===== src/rtl/controller_edge_latch.sv =====
// Sticky newly-pressed / newly-released latches for the controller button vectors, clear-on-read.
// Optional autorepeat on held buttons is enabled by defining CONTROLLER_EDGE_AUTOREPEAT_EN.
module controller_edge_latch #(
  parameter int NUM_CONTROLLERS = 2,
  parameter int SYNC_STAGES     = 2
) (
  input  logic       cpu_clk,
  input  logic       rst,
  input  logic       buttons_update_toggle,
  input  logic [7:0] controller_1_buttons,
  input  logic [7:0] controller_2_buttons,
  input  logic [2:0] reg_address,
  input  logic       SELECT_edge,
  input  logic       write_enable,
  input  logic [7:0] data_in,
  output logic [7:0] data_out,
  output logic       edge_irq
);

  logic [SYNC_STAGES-1:0] sync_reg;
  logic                   hist_reg;
  logic                   update_pulse;

  always_ff @(posedge cpu_clk or posedge rst) begin
    if (rst) begin
      sync_reg <= '0;
      hist_reg <= 1'b0;
    end else begin
      sync_reg <= {sync_reg[SYNC_STAGES-2:0], buttons_update_toggle};
      hist_reg <= sync_reg[SYNC_STAGES-1];
    end
  end

  assign update_pulse = sync_reg[SYNC_STAGES-1] ^ hist_reg;

  logic rd_access;
  logic wr_access;
  logic rd_clear;
  logic read_done_reg;

  assign rd_access = SELECT_edge & ~write_enable;
  assign wr_access = SELECT_edge & write_enable;
  assign rd_clear  = rd_access & ~read_done_reg;

  // A held read clears only on its first edge; re-armed once the window deselects.
  always_ff @(posedge cpu_clk or posedge rst) begin
    if (rst) begin
      read_done_reg <= 1'b0;
    end else begin
      read_done_reg <= SELECT_edge ? (read_done_reg | rd_access) : 1'b0;
    end
  end

  logic [NUM_CONTROLLERS-1:0][7:0] pressed_all;
  logic [NUM_CONTROLLERS-1:0][7:0] released_all;
  logic [NUM_CONTROLLERS-1:0][7:0] prev_all;
  logic [NUM_CONTROLLERS-1:0]      irq_src;
  logic [NUM_CONTROLLERS-1:0]      irq_enable_reg;

  genvar gi;
  generate
    for (gi = 0; gi < NUM_CONTROLLERS; gi++) begin : gen_ctl
      localparam logic [2:0] P_ADDR = 3'(gi);
      localparam logic [2:0] R_ADDR = 3'(gi + 2);

      logic [7:0] cur;
      logic [7:0] pressed_reg;
      logic [7:0] released_reg;
      logic [7:0] prev_reg;
      logic [7:0] clr_p;
      logic [7:0] clr_r;
      logic [7:0] rep_mask;
      logic [7:0] new_press;
      logic [7:0] new_rel;

      if (gi == 0) begin : gen_cur1
        assign cur = controller_1_buttons;
      end else if (gi == 1) begin : gen_cur2
        assign cur = controller_2_buttons;
      end else begin : gen_cur_none
        assign cur = 8'h00;
      end

      assign clr_p = (rd_clear && reg_address == P_ADDR) ? 8'hFF :
                     (wr_access && reg_address == P_ADDR) ? data_in : 8'h00;
      assign clr_r = (rd_clear && reg_address == R_ADDR) ? 8'hFF :
                     (wr_access && reg_address == R_ADDR) ? data_in : 8'h00;

`ifdef CONTROLLER_EDGE_AUTOREPEAT_EN
      logic [5:0] hold_reg;
      logic [5:0] hold_inc;
      logic [2:0] phase_reg;
      logic [2:0] phase_next;
      logic       repeat_fire;

      // First repeat at hold count 24, then every sixth update via the phase counter.
      always_comb begin
        hold_inc    = (hold_reg == 6'd63) ? hold_reg : hold_reg + 6'd1;
        phase_next  = phase_reg;
        repeat_fire = 1'b0;
        if (cur != prev_reg) begin
          phase_next = 3'd0;
        end else if (hold_inc == 6'd24 && hold_reg != 6'd24) begin
          repeat_fire = 1'b1;
          phase_next  = 3'd0;
        end else if (hold_reg >= 6'd24) begin
          if (phase_reg == 3'd5) begin
            repeat_fire = 1'b1;
            phase_next  = 3'd0;
          end else begin
            phase_next = phase_reg + 3'd1;
          end
        end
      end

      always_ff @(posedge cpu_clk or posedge rst) begin
        if (rst) begin
          hold_reg  <= 6'd0;
          phase_reg <= 3'd0;
        end else if (update_pulse) begin
          hold_reg  <= (cur != prev_reg) ? 6'd0 : hold_inc;
          phase_reg <= phase_next;
        end
      end

      assign rep_mask = repeat_fire ? cur : 8'h00;
`else
      assign rep_mask = 8'h00;
`endif

      assign new_press = (cur & ~prev_reg) | rep_mask;
      assign new_rel   = ~cur & prev_reg;

      // Clears apply first, then fresh edges are OR-ed in so they are never lost.
      always_ff @(posedge cpu_clk or posedge rst) begin
        if (rst) begin
          pressed_reg  <= 8'h00;
          released_reg <= 8'h00;
          prev_reg     <= 8'h00;
        end else begin
          pressed_reg  <= (pressed_reg & ~clr_p) | (update_pulse ? new_press : 8'h00);
          released_reg <= (released_reg & ~clr_r) | (update_pulse ? new_rel : 8'h00);
          if (update_pulse) begin
            prev_reg <= cur;
          end
        end
      end

      assign pressed_all[gi]  = pressed_reg;
      assign released_all[gi] = released_reg;
      assign prev_all[gi]     = prev_reg;
      assign irq_src[gi]      = irq_enable_reg[gi] & (|pressed_reg);
    end
  endgenerate

  logic [7:0] count_reg;
  logic       edge_irq_reg;

  always_ff @(posedge cpu_clk or posedge rst) begin
    if (rst) begin
      irq_enable_reg <= '0;
      count_reg      <= 8'h00;
      edge_irq_reg   <= 1'b0;
    end else begin
      if (wr_access && reg_address == 3'd6) begin
        irq_enable_reg <= data_in[NUM_CONTROLLERS-1:0];
      end
      if (wr_access && reg_address == 3'd7) begin
        count_reg <= data_in;
      end else if (update_pulse) begin
        count_reg <= count_reg + 8'd1;
      end
      edge_irq_reg <= |irq_src;
    end
  end

  assign edge_irq = edge_irq_reg;

  logic [7:0] rd_data;

  always_comb begin
    rd_data = 8'h00;
    case (reg_address)
      3'd0: rd_data = pressed_all[0];
      3'd1: rd_data = pressed_all[1];
      3'd2: rd_data = released_all[0];
      3'd3: rd_data = released_all[1];
      3'd4: rd_data = prev_all[0];
      3'd5: rd_data = prev_all[1];
      3'd6: rd_data = 8'(irq_enable_reg);
      3'd7: rd_data = count_reg;
      default: rd_data = 8'h00;
    endcase
  end

  assign data_out = SELECT_edge ? rd_data : 8'h00;

endmodule


===== config.mk =====
export PLATFORM = sky130hd
export DESIGN_NAME = controller_edge_latch
export DESIGN_NICKNAME = d
export VERILOG_FILES = /design/src/rtl/controller_edge_latch.sv
export SDC_FILE = /design/constraint.sdc
export NUM_CORES = 1
export LEC_CHECK = 0
export CAP_MARGIN = 20
export CORE_ASPECT_RATIO = 1.4
export CORE_MARGIN = 2
export CORE_UTILIZATION = 48
export DETAILED_ROUTE_END_ITERATION = 6
export PLACE_DENSITY = 0.73
export SETUP_SLACK_MARGIN = 0.5
export SLEW_MARGIN = 20
export SYNTH_ARGS = -nofsm -noshare
export SYNTH_HDL_FRONTEND = slang
export SYNTH_SLANG_ARGS = --single-unit

===== constraint.sdc =====
create_clock -name cpu_clk -period 5.9 [get_ports cpu_clk]
set_input_delay 1.18 -clock cpu_clk [delete_from_list [all_inputs] [get_ports cpu_clk]]
set_output_delay 1.18 -clock cpu_clk [all_outputs]
set_load 0.02 [all_outputs]

==> impl_table.tex <==
\begin{tabular}{lr}
\hline
Metric & Value \\
\hline
\multicolumn{2}{l}{\textbf{Layout}} \\
Final cell utilization of the core & 58.46\% \\
Diodes inserted & 0 \\
Area of all sequential standard cells & 1577 um\^{}2 \\
Multi-input gate area in the final layout & 1672 um\^{}2 \\
Fraction of final layout cells with drive strength greater than 1 & 11.44\% \\
Count of filler cells inserted in the layout & 613 \\
Area growth from synthesis to layout & 19.84\% \\
Number of nets in the final layout & 405 \\
\multicolumn{2}{l}{\textbf{Flow run}} \\
Maximum capacitance violations & 0 \\
\multicolumn{2}{l}{\textbf{Die}} \\
Ports & 41 \\
Starting Density & 48.78\% \\
Core outline area & 6892 um\^{}2 \\
Standard-cell rows & 36 \\
Chip Height & 103.0 um \\
Total die area & 7699 um\^{}2 \\
Overall die width & 74.73 um \\
\multicolumn{2}{l}{\textbf{Clocking}} \\
TritonCTS buffer count & 9 \\
Clock-pin transition on the worst setup and hold timing paths & 0.07 ns \\
Number of buffers inserted for hold repair after clock tree synthesis & 0 \\
\# clock sinks & 63 \\
Root buffer cell & sky130\_fd\_sc\_hd\_\_clkbuf\_8 \\
Level count of the clock H-tree & 3 \\
Clock tree from TritonCTS & built \\
Clock latency of the later-clocked register in the worst-skew pair & 0.35 ns \\
Cells resized by post-CTS repair & 0 \\
Longest Clk Path Bufs & 2 \\
Number of setup buffers added after CTS & 0 \\
\multicolumn{2}{l}{\textbf{Route}} \\
Total wire length after detailed routing & 8211 um \\
Remaining design rule violation count & 0 \\
Drt pass-1 iters & 4 \\
Count of routing violations after the opening detailed-route iteration & 213 \\
Vias per inst & 5.762 \\
Remaining number of nets flagged by the antenna check after routing & 0 \\
Total via count after detailed routing & 2,714 \\
Routed wire length per instance & 17.43 um \\
\multicolumn{2}{l}{\textbf{Yosys}} \\
Yosys top cell by area & sky130\_fd\_sc\_hd\_\_dfrtp\_1 \\
Share of synthesized area spent on multiplexers & 8.709\% \\
Share of async-settable or async-resettable flops after synthesis & 100.0\% \\
Synthesized-area fraction occupied by and/or/nand/nor cells & 19.50\% \\
Dominant combinational cell family by area after synthesis & simple AND/OR/NAND/NOR gates \\
Number of nets in the synthesized netlist & 367 \\
Mean area per synthesized cell & 10.07 um\^{}2 \\
Main flop type after synthesis & sky130\_fd\_sc\_hd\_\_dfrtp\_1 \\
Post-synth cell types & 43 \\
Post-Synth XOR/XNOR Area & 2.307\% \\
Cell types with the largest area share after synthesis & sky130\_fd\_sc\_hd\_\_dfrtp\_1, sky130\_fd\_sc\_hd\_\_a32o\_1, sky130\_fd\_sc\_hd\_\_nor2b\_1 \\
Post-Synthesis Cells & 334 \\
Sequential share of the synthesized area & 46.89\% \\
Cell area after synthesis & 3362 um\^{}2 \\
Adder-cell share of the synthesized area & 0.3722\% \\
Number of enable-type register cells in the synthesized netlist & 0 \\
Compound-cell area share of the yosys netlist & 18.50\% \\
Number of warnings printed during yosys synthesis & 0 \\
\#FFs+latches synth & 63 \\
Area fraction of the dominant cell type after synthesis & 46.89\% \\
\multicolumn{2}{l}{\textbf{Setup path}} \\
Depth of the most critical reg-to-reg path & 5 \\
Register-to-register path setup slack & 4.07 ns \\
Signal arrival time at the worst endpoint & 3.70 ns \\
Critical-path maximum fanout & 22 \\
Endpoint kind of the worst setup timing path & output port \\
Beginning of the worst register-to-register path & hist\_reg \\
Critical path required time & 4.72 ns \\
Type of the worst setup path & in2out \\
Startpoint class of the critical path & primary input \\
End of the worst register-to-register path & count\_reg[7] \\
\multicolumn{2}{l}{\textbf{Min path}} \\
Hold endpoint & sync\_reg[1] \\
Type of the tightest min-delay check & reg2reg \\
Startpoint of the most critical hold path & sync\_reg[0] \\
Hold-critical path depth & 0 \\
\multicolumn{2}{l}{\textbf{Timing}} \\
Number of pins exceeding their max-slew limit in the final report & 0 \\
Unrepaired setup endpoints after global routing & false \\
Worst clock skew & 0.006796 ns \\
Tcrit/Tclk final & 82.71\% \\
Final hold violation count & 0 \\
Actual slew at the worst max-slew pin & 0.8150 ns \\
Worst hold slack & 0.3639 ns \\
Maximum clock frequency & 0.2049 GHz \\
Min Clock Period, post-route & 4.880 ns \\
Worst-case headroom to the max-slew limit & 45.50\% \\
Setup tns final & 0 ns \\
Post-layout worst setup margin & 1.020 ns \\
Number of setup violations in the final report & 0 \\
\multicolumn{2}{l}{\textbf{Pwr}} \\
Leak & 1.483 nW \\
Peak supply drop & 0.0001847 V \\
Overall power of the completed layout & 1.320 mW \\
Power density over the cells & 327.8 nW/um\^{}2 \\
\multicolumn{2}{l}{\textbf{Place}} \\
Dpl ws & 1.046 ns \\
Detailed-placement wirelength estimate & 5864 um \\
Port-buffer cells & 40 \\
Placer's final routability congestion estimate & 0.8676 \\
\multicolumn{2}{l}{\textbf{Global routing}} \\
Number of global-route vias before repair & 2,598 \\
Largest net degree at the start of global routing & 64 \\
First-pass GRT wire length & 13,280 um \\
Overall track demand over capacity in global routing & 23.35\% \\
Antenna violations before repair & 0 \\
Congestion Overflow GR & 0 \\
\multicolumn{2}{l}{\textbf{Outcome}} \\
Result of the run & complete, no violations \\
\hline
\end{tabular}
[worst max-delay path by stage]
stage              startpoint  slack (ns)  cells after the start           to
2_1_floorplan  reg_address[1]        2.50                      6  data_out[3]
4_1_cts        reg_address[2]        1.05                      7  data_out[4]
5_1_grt        reg_address[2]        0.82                      7  data_out[4]
6_report       reg_address[0]        1.02                      7  data_out[1]
3_3_place_gp   reg_address[0]        1.08                      7  data_out[1]
3_5_place_dp   reg_address[0]        1.05                      7  data_out[1]
[power by group]
part | total (mW) | switching, mW | leakage (nW) | internal [mW]
combinational | 0.317 | 0.145 | 0.697 | 0.171
clock | 0.379 | 0.164 | 0.0985 | 0.215
sequential | 0.625 | 0.0914 | 0.687 | 0.534
total | 1.32 | 0.401 | 1.48 | 0.920
[area by class of cell]
type,instances,share of cell area [%]
multi-input combinational,245,41.49
tap,95,2.950
sequential,63,39.13
inverter,9,0.8385
clock buffer,12,3.851
timing repair buffer,44,10.68
clock inverter,3,1.056
[stage by stage]
stage          instances  cell area [um^2]
2_1_floorplan        334              3362
3_3_place_gp         456              3831
3_5_place_dp         456              3831
4_1_cts              471              4029
5_1_grt              471              4029
6_report             471              4029
[Yosys cell counts (3+ instances only)]
master and instances:
sky130_fd_sc_hd__a21oi_1 13, sky130_fd_sc_hd__a31oi_1 3, sky130_fd_sc_hd__a32o_1 32, sky130_fd_sc_hd__and3_1 3, sky130_fd_sc_hd__buf_2 13, sky130_fd_sc_hd__dfrtp_1 63
sky130_fd_sc_hd__inv_1 8, sky130_fd_sc_hd__mux2_2 16, sky130_fd_sc_hd__mux2i_1 9, sky130_fd_sc_hd__nand2_1 47, sky130_fd_sc_hd__nand3_1 6, sky130_fd_sc_hd__nand4_1 4
sky130_fd_sc_hd__nor2_1 23, sky130_fd_sc_hd__nor2b_1 31, sky130_fd_sc_hd__nor4_1 4, sky130_fd_sc_hd__o21ai_0 17, sky130_fd_sc_hd__xor2_1 7
[layer usage]
| metal | up-vias | part of all wire [%] | track usage (%) | wire (um) |
|---|---|---|---|---|
| met5 | - | 0 | 0 | 0 |
| met4 | 0 | 2.6 | 9.753 | 211 |
| met3 | 17 | 4.5 | 5.376 | 369 |
| met2 | 81 | 49 | 36.01 | 4057 |
| met1 | 1323 | 44 | 31.59 | 3572 |
| li1 | 1293 | - | - | - |
[logic make-up after synthesis]
logic type	Yosys count
multiplexers	26
AND/OR/NAND/NOR	129
flip-flops	63
XOR/XNOR	8
buffers and inverters	26
AO/OA/AOI/OAI	81
adder cells (fa/ha/maj)	1
[layout by cell type, fill, tap and decap left out, types with 2 or more instances in the layout]
cell,instances
sky130_fd_sc_hd__a21oi_1,13
sky130_fd_sc_hd__a222oi_1,2
sky130_fd_sc_hd__a22o_1,2
sky130_fd_sc_hd__a31oi_1,3
sky130_fd_sc_hd__a32o_1,32
sky130_fd_sc_hd__and3_1,3
sky130_fd_sc_hd__buf_4,4
sky130_fd_sc_hd__clkbuf_8,11
sky130_fd_sc_hd__clkdlybuf4s50_1,40
sky130_fd_sc_hd__dfrtp_1,63
sky130_fd_sc_hd__inv_1,7
sky130_fd_sc_hd__inv_2,2
sky130_fd_sc_hd__mux2_2,16
sky130_fd_sc_hd__mux2i_1,9
sky130_fd_sc_hd__nand2_1,47
sky130_fd_sc_hd__nand2b_1,2
sky130_fd_sc_hd__nand3_1,6
sky130_fd_sc_hd__nand3_2,2
sky130_fd_sc_hd__nand4_1,4
sky130_fd_sc_hd__nor2_1,23
sky130_fd_sc_hd__nor2b_1,31
sky130_fd_sc_hd__nor3_2,2
sky130_fd_sc_hd__nor3b_1,2
sky130_fd_sc_hd__nor4_1,4
sky130_fd_sc_hd__o21ai_0,17
sky130_fd_sc_hd__o22ai_1,2
sky130_fd_sc_hd__o2bb2ai_1,2
sky130_fd_sc_hd__xor2_1,7
[critical path, stage by stage]
cell	delay (ns)
sky130_fd_sc_hd__clkdlybuf4s50_1	0.83
sky130_fd_sc_hd__buf_4	0.38
sky130_fd_sc_hd__nor3b_1	0.15
sky130_fd_sc_hd__a211oi_1	0.25
sky130_fd_sc_hd__a31oi_1	0.07
sky130_fd_sc_hd__a21oi_1	0.21
sky130_fd_sc_hd__clkdlybuf4s50_1	0.63
(Power assumes the default switching activity.)
